File: config.mk
export PLATFORM = sky130hd
export DESIGN_NAME = vga_line_fetch
export DESIGN_NICKNAME = d
export VERILOG_FILES = /design/src/rtl/vga_line_fetch.sv
export SDC_FILE = /design/constraint.sdc
export NUM_CORES = 1
export LEC_CHECK = 0
export ABC_CLOCK_PERIOD_IN_PS = 2360
export BUFFER_PORTS_ARGS = -buffer_cell sky130_fd_sc_hd__buf_2
export CAP_MARGIN = 25
export CORE_MARGIN = 3
export CORE_UTILIZATION = 55
export CTS_CLUSTER_DIAMETER = 200
export DETAILED_ROUTE_END_ITERATION = 8
export PLACE_DENSITY = 0.71
export SYNTH_ARGS = -nofsm -noshare
export SYNTH_HDL_FRONTEND = slang
export SYNTH_SLANG_ARGS = --single-unit
File: constraint.sdc
create_clock -name clk -period 2.36 [get_ports clk]
set_input_delay 0.236 -clock clk [delete_from_list [all_inputs] [get_ports clk]]
set_output_delay 0.236 -clock clk [all_outputs]
set_load 0.1 [all_outputs]
File: src/rtl/vga_line_fetch.sv
// Line prefetch buffer: bursts one 32-byte pixel row from shared screen RAM into the
// back bank of a double-buffered line store while the renderer reads the front bank.
module vga_line_fetch #(
    parameter logic [10:0] BASE_ADDR = 11'h200
) (
    input  logic        clk,
    input  logic        reset,
    input  logic        fetch_start,
    input  logic [4:0]  fetch_row,
    input  logic        line_swap,
    output logic        mem_req,
    input  logic        mem_grant,
    output logic [10:0] mem_addr,
    input  logic [7:0]  mem_data,
    input  logic [4:0]  pix_x,
    output logic [7:0]  pix_data,
    output logic        busy,
    output logic        done,
    output logic        overrun
);

    localparam logic [1:0] S_IDLE  = 2'd0;
    localparam logic [1:0] S_FETCH = 2'd1;
    localparam logic [1:0] S_DRAIN = 2'd2;
    localparam logic [1:0] S_DONE  = 2'd3;

    logic [1:0] state_q, state_d;
    logic [4:0] row_q, row_d;
    logic [4:0] col_q, col_d;
    logic       fill_bank_q, fill_bank_d;
    logic       front_bank_q, front_bank_d;
    logic       overrun_q, overrun_d;
    logic       cap_vld_q, cap_vld_d;
    logic [4:0] cap_col_q, cap_col_d;
    logic [7:0] pix_data_q, pix_data_d;
    logic       issue;
    logic       wr_en0, wr_en1;

    logic [7:0] bank0_q [32];
    logic [7:0] bank1_q [32];

    assign issue   = (state_q == S_FETCH) && mem_grant;
    assign mem_req = (state_q == S_FETCH);
    assign busy    = (state_q == S_FETCH) || (state_q == S_DRAIN);
    assign done    = (state_q == S_DONE);
    assign overrun = overrun_q;
    assign pix_data = pix_data_q;
    assign mem_addr = BASE_ADDR + {1'b0, row_q, col_q};

    always_comb begin
        state_d      = state_q;
        row_d        = row_q;
        col_d        = col_q;
        fill_bank_d  = fill_bank_q;
        // A swap coincident with fetch_start lands first, so fill_bank uses the new front.
        front_bank_d = front_bank_q ^ line_swap;
        overrun_d    = overrun_q
                     | (line_swap && busy)
                     | (fetch_start && (state_q != S_IDLE));
        cap_vld_d    = issue;
        cap_col_d    = col_q;

        case (state_q)
            S_IDLE: begin
                if (fetch_start) begin
                    row_d       = fetch_row;
                    fill_bank_d = ~front_bank_d;
                    col_d       = 5'd0;
                    state_d     = S_FETCH;
                end
            end
            S_FETCH: begin
                if (issue) begin
                    col_d = col_q + 5'd1;
                    if (col_q == 5'd31) begin
                        state_d = S_DRAIN;
                    end
                end
            end
            S_DRAIN: begin
                state_d = S_DONE;
            end
            default: begin
                state_d = S_IDLE;
            end
        endcase
    end

    always_comb begin
        pix_data_d = front_bank_q ? bank1_q[pix_x] : bank0_q[pix_x];
        wr_en0     = cap_vld_q && !fill_bank_q;
        wr_en1     = cap_vld_q && fill_bank_q;
    end

    always_ff @(posedge clk) begin
        if (reset) begin
            state_q      <= S_IDLE;
            row_q        <= 5'd0;
            col_q        <= 5'd0;
            fill_bank_q  <= 1'b0;
            front_bank_q <= 1'b0;
            overrun_q    <= 1'b0;
            cap_vld_q    <= 1'b0;
            cap_col_q    <= 5'd0;
            pix_data_q   <= 8'h00;
        end else begin
            state_q      <= state_d;
            row_q        <= row_d;
            col_q        <= col_d;
            fill_bank_q  <= fill_bank_d;
            front_bank_q <= front_bank_d;
            overrun_q    <= overrun_d;
            cap_vld_q    <= cap_vld_d;
            cap_col_q    <= cap_col_d;
            pix_data_q   <= pix_data_d;
        end
    end

    // Line store is not reset; non-blocking writes give read-before-write on collisions.
    always_ff @(posedge clk) begin
        if (wr_en0) begin
            bank0_q[cap_col_q] <= mem_data;
        end
        if (wr_en1) begin
            bank1_q[cap_col_q] <= mem_data;
        end
    end

endmodule

==> impl_metrics.ini <==
[pwr]
clock_power_share = 0.402
ir_drop_mv = 0.910
leakage_nw = 8.17
power.density_nw_per_um2 = 854
combPwrFrac = 0.091
fin_total_pwr_mw = 21.0
p_sw_frac = 0.230
p_int_mw = 16.2
p_switching_mw = 4.83
seqPwrFrac = 0.507

[synthesis]
yosysTopAreaCell = edfxtp_1
syn_avg_cell_area_um2 = 20.5
syn_area_um2 = 21000
synth_seq_area_share = 0.759
ys.flop_type = edfxtp_1
yosysWarnings = 0
synth_nets = 1055
postSynth.asyncResetShare = 0
ys_seq_elements = 541
netlist.area_leader.share = 0.732
synth_edf_count = 512
synth_cells = 1025
ys_top_cells_by_area = edfxtp_1, mux4_2, dfxtp_1
yosysUniqueCellTypes = 44

[job]
maxCapViolCount = 0

[critical_path]
path_class = reg2out
critPathLaunch = state_q[0]
crit_fanout = 5
crit_required_ns = 2.12
cp.arrival_ns = 1.85
critPathCaptureType = output pin
r2r_start = bank1_q[17][5]
worstSetupStartpointType = register

[finish]
diodes = 0
drive_above_1_share = 0.308
fin_nets = 1244
area_growth_pct = 17.0

[global_routing]
antenna_found_initial = 0
grt.met2_usage = 0.365
use_met1 = 0.344
grt_pass1_wl_mm = 69.8
grt-ovfl-total = 0
gr-max-usage-layer = met2
grt_util_met3 = 0.0411
grt_use_total = 0.233
grt_max_degree = 65
grt_pass1_vias = 10832

[status]
outcome = complete, no violations

[drt]
drtPass1Iterations = 5
drt-total-wl_mm = 46.2
vias = 10794
route.detailed.drc = 0
ant_nets = 0
drt_iter0_markers = 1143
wl_per_cell_um = 26.2
viasPerCell = 6.12

[place]
portBuffers = 45
dpl.hpwl_mm = 29.6
dp_worst_setup_slack_ns = -0.0917
place.gp.congestion = 0.826

[timing]
worst_pin_slew_ns = 0.809
layout_setup_ws_ns = 0.270
min_period_over_period = 0.886
period_minus_slack_ns = 2.09
drv_slew = 0
setup_viol = 0
rsz0062_at_grt = false
skew_ns = 0.0238
fmax_mhz = 478
slew_headroom = 0.461
hold_viol = 0
setup-tns-final_ns = 0

[clocking]
numCtsBuffers = 53
clkSinkCount = 541
cts_buffer_depth = 3
clk_pin_slew_ns = 0.06
insertion_delay_ns = 0.59
cts_setup_buffers = 0
cts-root-buf = clkbuf_16
hold_buffers = 14
post_cts_resized = 0
h-tree-depth = 2
cts_tree = done

[die]
core-area_um2 = 37100
initial_utilization = 0.566
rows = 70
die_h_um = 201
die_width_um = 201
io_pins = 46
die_area_um2 = 40600

[worst_hold_path]
hold_start = fetch_start
hold_path_class = in2reg
## sequential cells by signal (all words and copies together), names as in the netlist
name and flops:
front_bank_q 1, overrun 1, bank1_q 256, pix_data 8, bank0_q 256, state_q 2, row_q 5, cap_vld_q 1
fill_bank_q 1, cap_col_d 5, cap_col_q 5
## cell type report
class                           instances  area (um^2)
Sequential cell                       541        16000
Fill cell                            2463        12600
Multi-Input combinational cell        425         4740
Clock buffer                           74         1510
Timing Repair Buffer                  187         1470
Tap cell                              504          631
Clock inverter                         26          254
Inverter                                6         22.5
## routing by layer
metal | wire (um) | part of all wire | up-vias
li1 | - | - | 4609
met1 | 18900 | 0.41 | 5609
met2 | 22300 | 0.48 | 497
met3 | 3830 | 0.083 | 79
met4 | 1160 | 0.025 | 0
met5 | 0 | 0 | -
## final timing paths
kind	to	slack, ns	depth (start not counted)
min	cap_col_d[1]	0.03	3
min reg2reg	row_q[2]	0.46	2
max	busy	0.27	3
max reg2reg	pix_data[5]	0.41	6
## cell families after synthesis
| group | share of synthesized area |
|---|---|
| flip-flops | 0.759 |
| multiplexers | 0.159 |
| AND/OR/NAND/NOR | 0.0360 |
| AO/OA/AOI/OAI | 0.0255 |
| buffers and inverters | 0.0148 |
| adder cells (fa/ha/maj) | 0.00417 |
| XOR/XNOR | 0.00125 |
## critical path, cell delays in order, from the launching register on
cell,delay [ns]
dfxtp_1,0.41
inv_1,0.08
ha_1,0.34
buf_2,0.45
## per-stage QoR
| stage | area [um^2] | hold slack (ns) | utilization | std cells |
|---|---|---|---|---|
| 3_3_place_gp | 22700 | 0.440 | 0.610 | 1648 |
| 3_5_place_dp | 22700 | 0.446 | 0.611 | 1649 |
| 2_1_floorplan | 21000 | 0.335 | - | 1025 |
| 5_1_grt | 24600 | 0.0441 | 0.662 | 1763 |
| 4_1_cts | 24600 | 0.00771 | 0.662 | 1763 |
| 6_report | 24600 | 0.0343 | 0.662 | 1763 |
## synth_stat cells, types with 3 or more instances
master    instances
edfxtp_1        512
inv_1             5
dfxtp_1          29
mux4_1           10
mux2_2           15
a221oi_1          3
a21oi_1          18
or3_1             6
nand2b_1          9
mux4_2          117
o22ai_1           7
buf_2            19
o21ai_0          16
a221o_1           4
nand3_1          15
nand3b_1          5
nor2b_1          14
xor2_1            3
ha_1              7
nor2_1           84
a31oi_1           3
buf_1             3
nand2_1          27
buf_4            11
clkbuf_1         18
o221ai_1         12
mux2i_1          27
## power by group through the flow
stage / registers [mW] / logic, mW / clock network (mW)
6_report: 10.7 / 1.90 / 8.45
5_1_grt: 10.7 / 2.02 / 8.96
4_1_cts: 10.6 / 1.91 / 8.56
3_5_place_dp: 10.8 / 1.86 / 0
3_3_place_gp: 10.8 / 1.83 / 0
2_1_floorplan: 11.2 / 0.959 / 0
## layout by cell type, fill, tap and decap left out, types with 3 or more instances in the layout
master / Yosys / layout
xor2_1: 3 / 3
buf_2: 19 / 42
a221oi_1: 3 / 3
ha_1: 7 / 7
dlygate4sd3_1: 0 / 14
clkbuf_8: 0 / 5
o21ai_0: 16 / 16
or3_1: 6 / 6
mux4_2: 117 / 117
a221o_1: 4 / 4
nand3b_1: 5 / 5
clkinv_2: 0 / 9
inv_1: 5 / 5
nand2b_1: 9 / 9
bufinv_16: 0 / 5
buf_12: 1 / 10
o22ai_1: 7 / 7
a31oi_1: 3 / 3
nand2_1: 27 / 27
clkbuf_1: 18 / 11
edfxtp_1: 512 / 512
mux4_1: 10 / 10
mux2_2: 15 / 15
a21oi_1: 18 / 18
clkbuf_4: 0 / 3
nor2b_1: 14 / 14
nand3_1: 15 / 15
clkinv_1: 0 / 9
o221ai_1: 12 / 12
dfxtp_1: 29 / 29
buf_4: 11 / 119
mux2i_1: 27 / 27
clkbuf_16: 0 / 55
nor2_1: 84 / 84
No activity file was read; power rests on OpenSTA's default activity.
